--- src/rtl/control_unit.sv ---
// Multicycle control FSM for the memory-to-memory CPU datapath.
// Ports: CLK, reset (async active-low), OPOut, ioValid; datapath selects, write enables, ioStrobe, halted, illegal.
module control_unit #(
  parameter bit RESET_HALTED = 1'b0
) (
  input  logic       CLK,
  input  logic       reset,
  input  logic [7:0] OPOut,
  input  logic       ioValid,
  output logic       inputPC,
  output logic       regOrPC,
  output logic       valA,
  output logic       branch,
  output logic [1:0] memAddr,
  output logic [1:0] memWriteData,
  output logic [1:0] ALUsrca,
  output logic [1:0] ALUsrcb,
  output logic [3:0] ALUOp,
  output logic       writeOp,
  output logic       writeA,
  output logic       writeB,
  output logic       writeDest,
  output logic       writePC,
  output logic       writeSP,
  output logic       writeMem,
  output logic       ioStrobe,
  output logic       halted,
  output logic       illegal
);

  typedef enum logic [4:0] {
    S_FETCH, S_DECODE,
    S_FA1, S_FA2, S_FB1, S_FB2, S_FD,
    S_EX, S_BR, S_SPD, S_PW,
    S_PR, S_PDW, S_SPI,
    S_IW, S_OS, S_HALT
  } state_t;

  localparam state_t RST_ST =
    RESET_HALTED ? S_HALT : S_FETCH;

  state_t     state_q, state_d;
  logic       illegal_q, illegal_d;
  logic [3:0] cls;
  logic [3:0] fn;
  logic       bad;

  assign cls = OPOut[7:4];
  assign fn  = OPOut[3:0];

  // Undefined class, or ALU class with a function code past PASSB.
  assign bad = (cls >= 4'h7 && cls <= 4'hE)
            || (cls == 4'h1 && fn > 4'h8);

  always_ff @(posedge CLK or negedge reset) begin
    if (!reset) begin
      state_q   <= RST_ST;
      illegal_q <= 1'b0;
    end else begin
      state_q   <= state_d;
      illegal_q <= illegal_d;
    end
  end

  always_comb begin
    state_d   = state_q;
    illegal_d = illegal_q;
    unique case (state_q)
      S_FETCH:  state_d = S_DECODE;
      S_DECODE: begin
        unique case (1'b1)
          bad: begin
            state_d   = S_HALT;
            illegal_d = 1'b1;
          end
          (cls == 4'h0): state_d = S_FETCH;
          (cls == 4'h4),
          (cls == 4'h5): state_d = S_FD;
          (cls == 4'hF): state_d = S_HALT;
          default:       state_d = S_FA1;
        endcase
      end
      S_FA1: state_d = S_FA2;
      S_FA2: begin
        unique case (1'b1)
          (cls == 4'h3): state_d = S_SPD;
          (cls == 4'h6): state_d = S_OS;
          default:       state_d = S_FB1;
        endcase
      end
      S_FB1: state_d = S_FB2;
      S_FB2: begin
        state_d = (cls == 4'h2) ? S_BR : S_FD;
      end
      S_FD: begin
        unique case (1'b1)
          (cls == 4'h4): state_d = S_PR;
          (cls == 4'h5): state_d = S_IW;
          default:       state_d = S_EX;
        endcase
      end
      S_EX:  state_d = S_FETCH;
      S_BR:  state_d = S_FETCH;
      S_SPD: state_d = S_PW;
      S_PW:  state_d = S_FETCH;
      S_PR:  state_d = S_PDW;
      S_PDW: state_d = S_SPI;
      S_SPI: state_d = S_FETCH;
      S_IW: begin
        if (ioValid) state_d = S_FETCH;
      end
      S_OS:   state_d = S_FETCH;
      S_HALT: state_d = S_HALT;
      default: state_d = S_HALT;
    endcase
  end

  always_comb begin
    inputPC      = 1'b0;
    regOrPC      = 1'b0;
    valA         = 1'b0;
    branch       = 1'b0;
    memAddr      = 2'd0;
    memWriteData = 2'd0;
    ALUsrca      = 2'd0;
    ALUsrcb      = 2'd0;
    ALUOp        = 4'd0;
    writeOp      = 1'b0;
    writeA       = 1'b0;
    writeB       = 1'b0;
    writeDest    = 1'b0;
    writePC      = 1'b0;
    writeSP      = 1'b0;
    writeMem     = 1'b0;
    ioStrobe     = 1'b0;
    halted       = (state_q == S_HALT);
    illegal      = illegal_q;
    // Held in reset, nothing may reach the datapath.
    if (reset) begin
      unique case (state_q)
        S_FETCH: begin
          writeOp = 1'b1;
          writePC = 1'b1;
        end
        S_FA1: begin
          writeA  = 1'b1;
          writePC = 1'b1;
        end
        S_FB1: begin
          writeB  = 1'b1;
          writePC = 1'b1;
        end
        S_FD: begin
          writeDest = 1'b1;
          writePC   = 1'b1;
        end
        S_FA2: begin
          memAddr = 2'd1;
          valA    = 1'b1;
          writeA  = 1'b1;
        end
        S_FB2: begin
          memAddr = 2'd1;
          valA    = 1'b1;
          writeB  = 1'b1;
        end
        S_EX: begin
          ALUsrca  = 2'd1;
          ALUsrcb  = 2'd1;
          ALUOp    = fn;
          memAddr  = 2'd3;
          writeMem = 1'b1;
        end
        S_BR: begin
          ALUsrca = 2'd1;
          ALUsrcb = 2'd1;
          ALUOp   = 4'd1;
          branch  = 1'b1;
          regOrPC = 1'b1;
          inputPC = 1'b1;
          writePC = 1'b1;
        end
        S_SPD: begin
          ALUsrca = 2'd2;
          ALUOp   = 4'd1;
          writeSP = 1'b1;
        end
        S_PW: begin
          memAddr      = 2'd2;
          memWriteData = 2'd1;
          writeMem     = 1'b1;
        end
        S_PR: begin
          memAddr = 2'd2;
          writeB  = 1'b1;
        end
        S_PDW: begin
          ALUsrcb  = 2'd1;
          ALUOp    = 4'd8;
          memAddr  = 2'd3;
          writeMem = 1'b1;
        end
        S_SPI: begin
          ALUsrca = 2'd2;
          writeSP = 1'b1;
        end
        S_IW: begin
          if (ioValid) begin
            memAddr      = 2'd3;
            memWriteData = 2'd3;
            writeMem     = 1'b1;
          end
        end
        S_OS: ioStrobe = 1'b1;
        default: ;
      endcase
    end
  end

endmodule

--- config.mk ---
export PLATFORM = sky130hd
export DESIGN_NAME = control_unit
export DESIGN_NICKNAME = d
export VERILOG_FILES = /design/src/rtl/control_unit.sv
export SDC_FILE = /design/constraint.sdc
export NUM_CORES = 1
export LEC_CHECK = 0
export ABC_AREA = 1
export CORE_MARGIN = 10
export CORE_UTILIZATION = 40
export CTS_CLUSTER_SIZE = 16
export DETAILED_ROUTE_END_ITERATION = 8
export PLACE_DENSITY = 0.78
export SLEW_MARGIN = 40
export SYNTH_ARGS = -nofsm -noshare
export SYNTH_HDL_FRONTEND = slang
export SYNTH_SLANG_ARGS = --single-unit
--- constraint.sdc ---
create_clock -name CLK -period 2.5 [get_ports CLK]
set_input_delay 0.625 -clock CLK [delete_from_list [all_inputs] [get_ports CLK]]
set_output_delay 0.625 -clock CLK [all_outputs]
set_load 0.02 [all_outputs]
### Yosys cells after proc, flatten, opt, wreduce, memory -nomap -nowiden

Cells that the tools add are included.

| word-level totals | value |
|---|---|
| flip-flop bits (word level) | 6 |
| input port bits | 11 |
| output and inout port bits | 26 |
| word-level logic and storage cells | 87 |

| operators by class | value |
|---|---|
| $lt $le $gt $ge | 3 |
| equal/unequal tests | 24 |
| mux-type cells | 38 |
| reduce and logical (&&, ||, !) cells | 20 |

Operators with widths:

| kind | count |
|---|---|
| case mux 5 bit (12 select lines) | 1 |
| == test 5 x 4 -> 1 bit, second input constant | 8 |
| 2-to-1 mux 1 bit | 21 |
| == test 5 x 3 -> 1 bit, second input constant | 4 |
| OR reduction 2 bit | 9 |
| case mux 4 bit (2 select lines) | 2 |
| case mux 5 bit (3 select lines) | 1 |
| == test 4 x 3 -> 1 bit, second input constant | 3 |
| case mux 4 bit (3 select lines) | 1 |
| == test 5 x 2 -> 1 bit, second input constant | 2 |
| 2-to-1 mux 2 bit | 5 |
| OR reduction 5 bit | 2 |
| OR reduction 3 bit | 3 |
| == test 4 x 2 -> 1 bit, second input constant | 2 |
| 2-to-1 mux 4 bit | 2 |
| case mux 2 bit (2 select lines) | 2 |
| case mux 2 bit (4 select lines) | 1 |
| == test 5 x 1 -> 1 bit, second input constant | 1 |
| == test 5 bit, second input constant | 1 |
| logical NOT 5 bit | 1 |
| 2-to-1 mux 5 bit | 1 |
| == test 4 x 1 -> 1 bit, second input constant | 1 |
| == test 4 bit, second input constant | 1 |
| greater-or-equal comparator 4 x 3 -> 1 bit, second input constant | 1 |
| 8 further kinds | 9 |

### Longest topological paths before layout

| logic depth | value |
|---|---|
| depth in word-level cells | 6 |
| depth in mapped cells | 8 |
| mapped depth without buffers | 8 |

### Worst setup path before layout

OpenSTA, ideal clock, no wires.

| path | value |
|---|---|
| kind | input to output |
| start | input reset |
| end | output ALUsrca[1] |
| data arrival time | 1.720 ns |
| data required time | 1.875 ns |
| path slack | 0.155 ns |
| cell stages on the path | 3 |
| buffers on the path | 1 |
| path through | inv_1 > nor4_1 > buf_4 |

| between the ends | value |
|---|---|
| longest elaborated chain between the ends | 1 |

Ends and longest elaborated chain:

| item | line | RTL |
|---|---|---|
| start, declared | 7 | `input logic reset,` |
| 2-to-1 mux 2 bit | 139 | `if (reset) begin` |
| end, declared | 16 | `output logic [1:0] ALUsrca,` |

Every way passes these cells.

### Worst setup path after layout

Ends and elaborated chain as after synthesis.

==> flow_metrics.tcl <==
set metrics [dict create \
    fin_tns_setup_ns 0 \
    slew_viol_final 0 \
    synth_async_sr_flop_share_pct 100 \
    worst-path-max-fanout 2 \
    cts_root_buf "clkbuf_4" \
    p_switching_w 0.0000620 \
    drt_iter0_markers 41 \
    synth_cell_types 26 \
    syn_to_final_growth_pct 43.4 \
    cpMaxStageDelayCell "clkdlybuf4s50_1" \
    grt.overflow.total 0 \
    grt_max_degree 15 \
    rsz0062_at_grt "true" \
    yosysSeqAreaShare_pct 17.8 \
    fp-row-count 16 \
    htree_num_levels 1 \
    hpwl_um 2380 \
    core_area_sq_um 1980 \
    vias 1087 \
    cts.sink_count 6 \
    antenna_found_initial 0 \
    synth-main-ff-cell "dfrtp_1" \
    ys_warn_count 0 \
    initial_core_util_pct 42.5 \
    max_stage_delay_ns 0.48 \
    yosys-top-cells-area "dfrtp_1, nand2_1, nor2_1" \
    p_leak_nw 0.663 \
    synthCells 153 \
    synth_edf_count 0 \
    cap_violations 0 \
    dieWidth_um 65.9 \
    swShare_pct 25.9 \
    worstSetupPathType "in2out" \
    syn_avg_cell_area_sq_um 5.50 \
    firstDrtPassIters 4 \
    synthesis.nets 164 \
    fmax_ghz 0.403 \
    ys_ff_latch 6 \
    hold_slack_ns 0.471 \
    ir_worst_vdd_v 0.000306 \
    syn_area_sq_um 842 \
    fill_cells 196 \
    setup_viol 0 \
    pin_count 37 \
    p_comb_share_pct 21.0 \
    cts_buffer_depth 2 \
    ctsHoldBuffers 0 \
    fin_skew_ns 0.00689 \
    detail_route.wl_per_cell_um 12.5 \
    synth_common_cells "nand2_1, nor2_1, inv_1" \
    cts_buffers 3 \
    fin_crit_ns 2.48 \
    pwr-share-clk_pct 38.3 \
    io_buffers 35 \
    p_int_w 0.000177 \
    drive_gt1_share_pct 18.2 \
    clk_latency_ns 0.24 \
    powerDensity_nw_per_um2 198 \
    diodes 0 \
    grt_pass1_vias 984 \
    gr-usage-all-layers_pct 11.9 \
    yosysTopAreaCell "dfrtp_1" \
    grt_pass1_wl_um 4260 \
    hold_viol_final 0 \
    crit_required_ns 1.88 \
    route.detailed.drc 0 \
    hold_path.class "reg2reg" \
    synth_most_common_cell "nand2_1" \
    die_y_um 65.9 \
    crit_path_start_kind "input pin" \
    drtAntennaViolNets 0 \
    die_area_sq_um 4340 \
    gp_congestion 0.917 \
    p_seq_share_pct 40.7 \
    routed_via_density 4.96 \
    synth_top_area_share_pct 17.8 \
    layout.nets 205 \
    path_cells "clkdlybuf4s50_1, inv_1, nor4_1, dlygate4sd1_1" \
    crit_arrival_ns 1.86 \
    end_kind "output port" \
    clkTransAtPathRegs_ns 0.05 \
    totalWireLength_um 2740 \
    outcome "finished, final reports clean" \
    finalCritPeriodShare_pct 99.3 \
    cts_tree "built" \
]
[stage by stage]
step,area [sq um],total power [W],instances,setup slack [ns],utilization (%)
global route,1210,0.000255,219,-0.0571,60.9
finish,1210,0.000239,219,0.0177,60.9
global placement,1240,0.000147,216,-0.282,62.7
CTS,1240,0.000241,219,-0.0193,62.7
floorplan,842,0.000118,153,0.155,-
detailed placement,1240,0.000149,216,-0.344,62.7
[registers in the layout, summed over array words and instances (netlist names)]
signal   flops
state_q      5
illegal      1
[timing repair]
action / 4_1_cts / 5_1_grt
endpoints found under the hold margin: 0 / 0
gates cloned: 0 / 0
setup buffers: 0 / 0
endpoints found under the setup margin: 23 / 17
resized for setup: 29 / 29
[metal layers]
metal / global-route usage (%) / share of wire, % / wire length [um]
met3: 3.05 / 7.6 / 209
met4: 3.21 / 1.1 / 30
met2: 21.7 / 50 / 1380
met5: 0 / 0 / 0
met1: 13.0 / 41 / 1120
[worst max-delay path: cells and delay by family]
kind                   cells  cell delay (ns)
buffers and inverters      3             0.93
AND/OR/NAND/NOR            1             0.31
[power groups by stage]
stage                     Clock (W)  Sequential (W)  Combinational (W)
after floorplan                   0       0.0000989          0.0000196
after global placement            0       0.0000989          0.0000484
after detailed placement          0       0.0000989          0.0000503
after CTS                 0.0000931       0.0000973          0.0000506
after global routing       0.000102       0.0000972          0.0000555
final                     0.0000916       0.0000973          0.0000503
[layout make-up]
class | count | area, sq um | share of cell area (%)
multi-input cells | 112 | 533 | 44.1
repair buffers | 43 | 363 | 30.1
flip-flops and latches | 6 | 150 | 12.4
inverters | 28 | 105 | 8.70
well taps | 27 | 33.8 | 2.80
clock buffers | 3 | 22.5 | 1.87
[cell usage in the layout (no fill, tap or decap), drive strengths merged]
master         count
nor4               2
conb               1
dfrtp              6
nor3               2
o21ai             10
clkdlybuf4s50     11
clkbuf            12
nand3             18
inv               28
clkdlybuf4s15      3
a21oi              6
and3               1
o22ai              1
nor2              32
nand4              2
nand2             35
dlygate4sd1        3
dlygate4sd2        7
o21bai             1
buf                9
dlymetal6s2s       1
a31oi              1
[cell families after synthesis]
family	Yosys count	share of synthesized area [%]
and+or+nand+nor	92	49.3
other	1	0.445
AOI/OAI and AO/OA	19	13.2
buffers and inverters	35	19.2
DFF	6	17.8
[final timing paths]
path                             from         end  slack, ns  cells after the start
max reg2reg                state_q[4]  state_q[1]       1.18                      8
max in group asynchronous       reset     illegal       1.55                      3
min reg2reg                   illegal     illegal       0.47                      1
max                             reset  ALUsrca[1]       0.02                      4
min in group asynchronous       reset  state_q[2]       0.82                      3
min                           illegal     illegal       0.47                      1
(Power assumes the default switching activity.)
